`config.mk`:
```
export PLATFORM = sky130hd
export DESIGN_NAME = shift_pipe16_flat
export DESIGN_NICKNAME = d
export VERILOG_FILES = /design/src/rtl/shift_pipe16_if.sv /design/src/rtl/shift_pipe16.sv /design/src/flat_wrapper.sv
export SDC_FILE = /design/constraint.sdc
export NUM_CORES = 1
export LEC_CHECK = 0
export ABC_AREA = 1
export ABC_CLOCK_PERIOD_IN_PS = 5100
export BUFFER_PORTS_ARGS = -buffer_cell sky130_fd_sc_hd__buf_4
export CORE_MARGIN = 8
export CORE_UTILIZATION = 60
export CTS_BUF_LIST = sky130_fd_sc_hd__clkbuf_8
export DETAILED_ROUTE_END_ITERATION = 10
export GPL_ROUTABILITY_DRIVEN = 0
export GPL_TIMING_DRIVEN = 0
export PLACE_DENSITY = 0.94
export SLEW_MARGIN = 15
export SYNTH_ARGS = -nofsm -noshare
export SYNTH_HDL_FRONTEND = slang
export SYNTH_SLANG_ARGS = --single-unit
```
`constraint.sdc`:
```
create_clock -name clk -period 5.1 [get_ports clk]
set_input_delay 0.765 -clock clk [delete_from_list [all_inputs] [get_ports clk]]
set_output_delay 0.765 -clock clk [all_outputs]
set_load 0.02 [all_outputs]
```
`src/rtl/shift_pipe16_if.sv`:
```
// Command/result channel bundle for shift_pipe16: valid/ready command in, valid/ready result out.
interface shift_pipe16_if;
    logic        in_valid;
    logic        in_ready;
    logic [15:0] in_data;
    logic [3:0]  in_amt;
    logic [1:0]  in_op;
    logic        out_valid;
    logic        out_ready;
    logic [15:0] out_data;

    modport master (
        output in_valid, in_data, in_amt, in_op, out_ready,
        input  in_ready, out_valid, out_data
    );

    modport slave (
        input  in_valid, in_data, in_amt, in_op, out_ready,
        output in_ready, out_valid, out_data
    );
endinterface

```
`src/rtl/shift_pipe16.sv`:
```
// Two-stage valid/ready pipelined 16-bit ROR/ROL/SRL/SRA shifter.
// Every op is one right-rotate of the operand followed by optional fill masking.
module shift_pipe16 (
    input  logic          clk,
    input  logic          rst_n,
    shift_pipe16_if.slave bus,
    output logic [7:0]    op_count,
    output logic          busy
);
    localparam logic [1:0] OP_ROR = 2'b00;
    localparam logic [1:0] OP_ROL = 2'b01;
    localparam logic [1:0] OP_SRL = 2'b10;
    localparam logic [1:0] OP_SRA = 2'b11;

    logic        v1;
    logic        v2;
    logic [15:0] d1;
    logic [3:0]  amt1;
    logic [1:0]  op1;
    logic [15:0] data2;

    logic        adv1;
    logic        adv2;
    logic [3:0]  r;
    logic [15:0] rot;
    logic [15:0] mask;
    logic [15:0] res;

    // A stage may advance when it is empty or its successor is advancing.
    assign adv2 = !v2 || bus.out_ready;
    assign adv1 = !v1 || adv2;

    assign bus.in_ready  = adv1;
    assign bus.out_valid = v2;
    assign bus.out_data  = data2;
    assign busy          = v1 || v2;

    // ROL by n is ROR by (16 - n) mod 16, which is the 4-bit two's complement of n.
    assign r    = (op1 == OP_ROL) ? 4'd0 - amt1 : amt1;
    assign rot  = 16'({d1, d1} >> r);
    assign mask = 16'hFFFF >> amt1;

    // NOTE: res gets a default before the case so every path assigns it and no latch is inferred.
    always_comb begin
        res = rot;
        case (op1)
            OP_SRL:  res = rot & mask;
            OP_SRA:  res = (rot & mask) | (~mask & {16{d1[15]}});
            OP_ROR,
            OP_ROL:  res = rot;
            default: res = rot;
        endcase
    end

    // NOTE: state registers use non-blocking assignments so every stage samples pre-edge values.
    always_ff @(posedge clk or negedge rst_n) begin
        if (!rst_n) begin
            v1   <= 1'b0;
            d1   <= '0;
            amt1 <= '0;
            op1  <= '0;
        end else if (adv1) begin
            v1 <= bus.in_valid;
            if (bus.in_valid) begin
                d1   <= bus.in_data;
                amt1 <= bus.in_amt;
                op1  <= bus.in_op;
            end
        end
    end

    always_ff @(posedge clk or negedge rst_n) begin
        if (!rst_n) begin
            v2    <= 1'b0;
            data2 <= '0;
        end else if (adv2) begin
            v2 <= v1;
            if (v1) begin
                data2 <= res;
            end
        end
    end

    always_ff @(posedge clk or negedge rst_n) begin
        if (!rst_n) begin
            op_count <= '0;
        end else if (v2 && bus.out_ready) begin
            op_count <= op_count + 8'd1;
        end
    end
endmodule

```
`src/flat_wrapper.sv`:
```
// flat-port wrapper written by rule: the top's interface ports become plain ports
module shift_pipe16_flat 
  (clk, rst_n, op_count, busy, bus_in_valid, bus_in_data, bus_in_amt, bus_in_op, bus_out_ready, bus_in_ready, bus_out_valid, bus_out_data);
  shift_pipe16_if bus_i ();
  input  logic clk;
  input  logic rst_n;
  output logic [7:0] op_count;
  output logic busy;
  input wire logic [$bits(bus_i.in_valid)-1:0] bus_in_valid;
  input wire logic [$bits(bus_i.in_data)-1:0] bus_in_data;
  input wire logic [$bits(bus_i.in_amt)-1:0] bus_in_amt;
  input wire logic [$bits(bus_i.in_op)-1:0] bus_in_op;
  input wire logic [$bits(bus_i.out_ready)-1:0] bus_out_ready;
  output wire logic [$bits(bus_i.in_ready)-1:0] bus_in_ready;
  output wire logic [$bits(bus_i.out_valid)-1:0] bus_out_valid;
  output wire logic [$bits(bus_i.out_data)-1:0] bus_out_data;
  assign bus_i.in_valid = bus_in_valid;
  assign bus_i.in_data = bus_in_data;
  assign bus_i.in_amt = bus_in_amt;
  assign bus_i.in_op = bus_in_op;
  assign bus_i.out_ready = bus_out_ready;
  assign bus_in_ready = bus_i.in_ready;
  assign bus_out_valid = bus_i.out_valid;
  assign bus_out_data = bus_i.out_data;
  shift_pipe16 u_core (.clk(clk), .rst_n(rst_n), .bus(bus_i), .op_count(op_count), .busy(busy));
endmodule
```
# Word level (Yosys, flattened, before mapping)
# Cells that the tools add are included.
[word_totals]
ff_bits = 48
in_bits = 26
elab_cells = 30
[classes]
add_sub_neg = 2
n_eq_ne = 3
shift = 2
muxes = 2
bitwise = 4
n_reduce_logical = 10
[op_table]
columns = ["operator", "count"]
rows = [
  ["case mux 16 bit (3 select lines)", 1],
  ["AND 16 bit", 2],
  [">> shifter 32 x 4 -> 16 bit", 1],
  ["inverter 16 bit", 1],
  ["OR 16 bit", 1],
  [">> shifter 16 x 4 -> 16 bit (first input constant)", 1],
  ["adder 8 x 1 -> 8 bit (second input constant)", 1],
  ["== test 2 bit (second input constant)", 2],
  ["two-way mux 4 bit", 1],
  ["AND reduction 2 bit", 2],
  ["subtractor 1 x 4 -> 4 bit (first input constant)", 1],
  ["logical OR 1 bit", 3],
  ["== test 2 x 1 -> 1 bit (second input constant)", 1],
  ["zero test 1 bit", 2],
  ["zero test 2 bit", 1],
  ["OR reduction 2 bit", 1],
  ["logical AND 1 bit", 1],
]

# Depth between registers and ports, before layout
[logic_depth]
word_depth = 6
mapped_depth = 12

# Worst setup path after synthesis
# OpenSTA, ideal clock, no wires.
[synth_path]
path_type = "reg-to-reg"
startpoint = "register u_core.amt1[0]"
endpoint = "register u_core.data2[14] (netlist: u_core.bus.out_data[14])"
arrival_time_ps = 1886
t_required_ps = 5027
path_slack_ps = 3141
path_stages_with_launch = 11
path_cell_list = "dfrtp_1 -> inv_2 -> buf_2 -> ha_1 -> ha_1 -> o21ai_4 -> buf_6 -> nand3_2 -> nand3_2 -> nand3_2 -> a21oi_2"
[synth_via]
elab_chain_len = 6
word_cells_on_any_way = 9
cone_classes = "1 x add/sub; 2 x shift; 2 x mux; 4 x bitwise"
[synth_lines]
columns = ["element", "line_no", "rtl"]
rows = [
  ["start: declaration", "shift_pipe16.sv:18", "logic [3:0] amt1;"],
  ["start signal: assignment", "shift_pipe16.sv:66", "amt1 <= bus.in_amt;"],
  ["subtractor 1 x 4 -> 4 bit", "shift_pipe16.sv:39", "assign r = (op1 == OP_ROL) ? 4'd0 - amt1 : amt1;"],
  ["two-way mux 4 bit", "shift_pipe16.sv:39", ""],
  [">> shifter 32 x 4 -> 16 bit", "shift_pipe16.sv:40", "assign rot = 16'({d1, d1} >> r);"],
  ["AND 16 bit", "shift_pipe16.sv:47, shift_pipe16.sv:48", ""],
  ["OR 16 bit", "shift_pipe16.sv:48", "OP_SRA: res = (rot & mask) | (~mask & {16{d1[15]}});"],
  ["case mux 16 bit (3 select lines) (*)", "shift_pipe16.sv:46", "case (op1)"],
  ["end signal: assignment", "shift_pipe16.sv:79", "data2 <= res;"],
  ["end: declaration", "shift_pipe16.sv:20", "logic [15:0] data2;"],
]
# Mark *: on every way between the ends. The rest lies on a longest branch, timed or not.
# A chain may end at the register's enable or synchronous reset.

# Final worst setup path
[layout_path]
startpoint = "register u_core.amt1[0]"
endpoint = "register u_core.data2[3] (netlist: u_core.bus.out_data[3])"
# The elaborated chain is that of the path after synthesis.

==> Implementation_results.wiki <==
{| class="wikitable"
! Metric !! Value
|-
| Result of the run || finished, final reports clean
|-
| Vias in the first global route || 3184
|-
| Via count || 3228
|-
| Area of the die || 8060 sq um
|-
| Maximum number of pins on one net before global-route repair || 49
|-
| Die width || 89.8 um
|-
| Initial antenna violation count || 0
|-
| Worst-margin pin slew || 0.597 ns
|-
| Power Density || 465 nW/um^2
|-
| Cell taking the most area after synthesis || dfrtp_1
|-
| Input/output buffers || 52
|-
| Data arrival at the endpoint of the critical path || 2.61 ns
|-
| Crit path launch || u_core.amt1[0]$_DFFE_PN0P_
|-
| Final setup viols || 0
|-
| Ys Warns || 0
|-
| Crit Path Category || flip-flop to flip-flop
|-
| Longest Clk Path Bufs || 2
|-
| Type of the tightest min-delay check || primary input to asynchronous set/reset pin
|-
| Worst path bufs/invs || 3
|-
| Total DRC errors in the routed layout || 0
|-
| Clock tree from TritonCTS || done
|-
| Post-CTS setup buffer count || 0
|-
| Sum of overflow across all layers after global routing || 0
|-
| Post-Route Skew || 0.00474 ns
|-
| Clock slew at the register clock pins of the worst setup and hold paths || 0.09 ns
|-
| Min cycle time layout || 2.37 ns
|-
| Routed length per placed instance || 16.3 um
|-
| Required time of the critical path || 5.34 ns
|-
| Clock latency on the worst-skew pair || 0.30 ns
|-
| Number of unique standard cell types used by synthesis || 29
|-
| Via-per-instance ratio || 5.92
|-
| Total placed cells including tap cells || 537
|-
| Slew Limit Headroom || 0.602
|-
| Biggest area contributors in the synthesized netlist || dfrtp_1, nand3_1, nand3_2
|-
| Global-route wire length before repair || 15000 um
|-
| GRT Total Usage || 0.220
|-
| Max frequency || 0.422 GHz
|-
| Synth-to-Final Area Change || 17.3%
|-
| Total number of placement rows || 27
|-
| Cell at the root of the clock tree || clkbuf_8
|-
| Maximum level of the CTS H-tree || 2
|-
| Worst hold slack || 0.454 ns
|-
| Clock sinks || 48
|-
| Share of the core filled with cells || 0.713
|-
| Pins over their slew limit || 0
|-
| Crit path capture type || flip-flop
|-
| Synthesized instance count || 413
|-
| Worst r2r src || u_core.amt1[0]$_DFFE_PN0P_
|-
| Overall power || 1780 uW
|-
| HPWL reported at the end of detailed placement || 6650 um
|-
| Filler instances || 396
|-
| Max incr delay on CP || 0.49 ns
|-
| Post-synthesis sequential area ratio || 0.368
|-
| 1st-iter DRT viols || 508
|-
| Fraction of the cycle the final worst path needs || 0.465
|-
| Share of post-route cells with drive strength above 1 || 0.300
|-
| Die span in y || 89.8 um
|-
| Post-cts resize count || 0
|-
| Area of the core || 5370 sq um
|-
| Diode count || 0
|-
| Final antenna-violating net count || 0
|-
| Final Routed Wirelength || 8870 um
|-
| Final sum of negative setup slack || 0 ns
|-
| Area share of the largest cell type after synthesis || 0.368
|-
| Setup repair after global routing missed its margin || no
|-
| Count of endpoints failing hold in the final timing report || 0
|-
| Netlist area before placement || 3270 sq um
|-
| Setup crit start kind || flip-flop
|-
| Number of nets in the synthesized netlist || 444
|-
| Number of top-level design ports || 53
|-
| Net total in the final layout || 503
|-
| Max-capacitance violation count || 0
|-
| Cell type group with the largest total delay on the critical path || simple AND/OR/NAND/NOR gates
|-
| Hold-fix buffers at CTS || 0
|-
| Post-route non-filler standard cell count || 545
|-
| Slowest cell on the critical path || dfrtp_1
|-
| Worst ir drop on vdd || 0.000239 V
|-
| CTS Buf Count || 5
|-
| Drt first pass iters || 6
|-
| Lkg Pwr || 0.00194 uW
|-
| Mean instance size in the synthesized netlist || 7.91 sq um
|-
| FF+latch count, synth || 48
|-
| Critical path peak fanout || 10
|-
| CP Cell Sequence || inv_2, buf_2, ha_1, ha_1, nand2_2, nand2_4, buf_8, nand3_1, nand3_1, nand3_2, a21oi_2
|-
| Initial standard-cell utilization of the core || 0.608
|}
## per-stage QoR
stage                     cell area, sq um  setup slack (ns)
final                                 3830              2.73
after global routing                  3830              2.61
after global placement                3750              2.88
after detailed placement              3750              2.86
after floorplan                       3270              3.14
after CTS                             3830              2.83
## power by group
part	internal, uW	total (uW)	switching, uW
Clock	94.2	224	130
Combinational	367	981	615
Sequential	492	576	83.7
Total	953	1780	828
## layer usage
metal | part of all wire | global-route usage | up-vias | routed length [um]
met3 | 0.095 | 0.0532 | 58 | 847
li1 | - | - | 1480 | -
met2 | 0.48 | 0.360 | 223 | 4220
met4 | 0.043 | 0.113 | 0 | 379
met5 | 0 | 0 | - | 0
met1 | 0.39 | 0.263 | 1467 | 3430
## state kept, by name, summed over array words and instances (netlist names)
| signal | cells |
|---|---|
| u_core.bus.out_data | 16 |
| u_core.d1 | 16 |
| u_core.bus.out_valid | 1 |
| u_core.op1 | 2 |
| u_core.op_count | 8 |
| u_core.amt1 | 4 |
| u_core.v1 | 1 |
## cell usage in the layout, fill, tap and decap left out
cell and n:
nand2_4 14, xor2_1 2, or2_2 2, clkbuf_1 4, mux2_2 3, nand3_2 30, nand2_1 79, inv_2 2
nand3_1 64, clkinv_1 1, o21ai_4 1, clkbuf_8 5, buf_12 1, buf_2 5, nand2_2 6, nand4_1 2
clkinv_2 1, a21oi_1 34, clkinv_4 1, dfrtp_1 48, buf_4 54, ha_1 5, inv_1 33, inv_4 1
xnor2_1 5, buf_8 1, o21ai_0 9, buf_6 2, o21ai_1 4, nor2_1 41, a21oi_2 13
## worst paths after layout
path / to / slack, ns / cells past startpoint
min: u_core.d1[5]$_DFFE_PN0P_ / 0.45 / 1
max in group asynchronous: u_core.bus.out_data[1]$_DFFE_PN0P_ / 4.23 / 1
min in group clk: u_core.op_count[7]$_DFFE_PN0P_ / 0.48 / 1
max reg2reg: u_core.bus.out_data[3]$_DFFE_PN0P_ / 2.73 / 11
max: u_core.bus.out_data[3]$_DFFE_PN0P_ / 2.73 / 11
min reg2reg: u_core.op_count[7]$_DFFE_PN0P_ / 0.48 / 1
## cells by family (layout without fill, tap and decap cells)
logic type,Yosys count,count (layout),share of synthesized area
DFF,48,48,0.368
buffers and inverters,51,111,0.0770
and+or+nand+nor,238,238,0.395
muxes,3,3,0.0103
adders and majority gates,5,5,0.0191
xor gates and xnor gates,7,7,0.0188
AOI/OAI and AO/OA,61,61,0.112
## final cells by class
cell class              count  area (sq um)  area share
multi-input cells         314          1810       0.473
clock buffers               5          68.8      0.0180
inverters                  36           139      0.0362
plain buffers              15           113      0.0294
well taps                  72          90.1      0.0235
flip-flops and latches     48          1200       0.313
repair buffers             52           390       0.102
clock inverters             3          16.3     0.00424
## cells in the mapped netlist
cell	instances
or2_2	2
nand3_2	30
inv_4	1
clkbuf_1	4
o21ai_4	1
o21ai_1	4
ha_1	5
a21oi_2	13
mux2_2	3
a21oi_1	34
buf_6	2
nor2_1	41
buf_4	2
clkinv_2	1
buf_2	5
xor2_1	2
nand4_1	2
xnor2_1	5
clkinv_1	1
buf_12	1
dfrtp_1	48
inv_2	2
nand2_2	6
buf_8	1
inv_1	31
nand2_4	14
nand2_1	79
o21ai_0	9
nand3_1	64
Note: power is estimated with default switching activity, not from simulation.
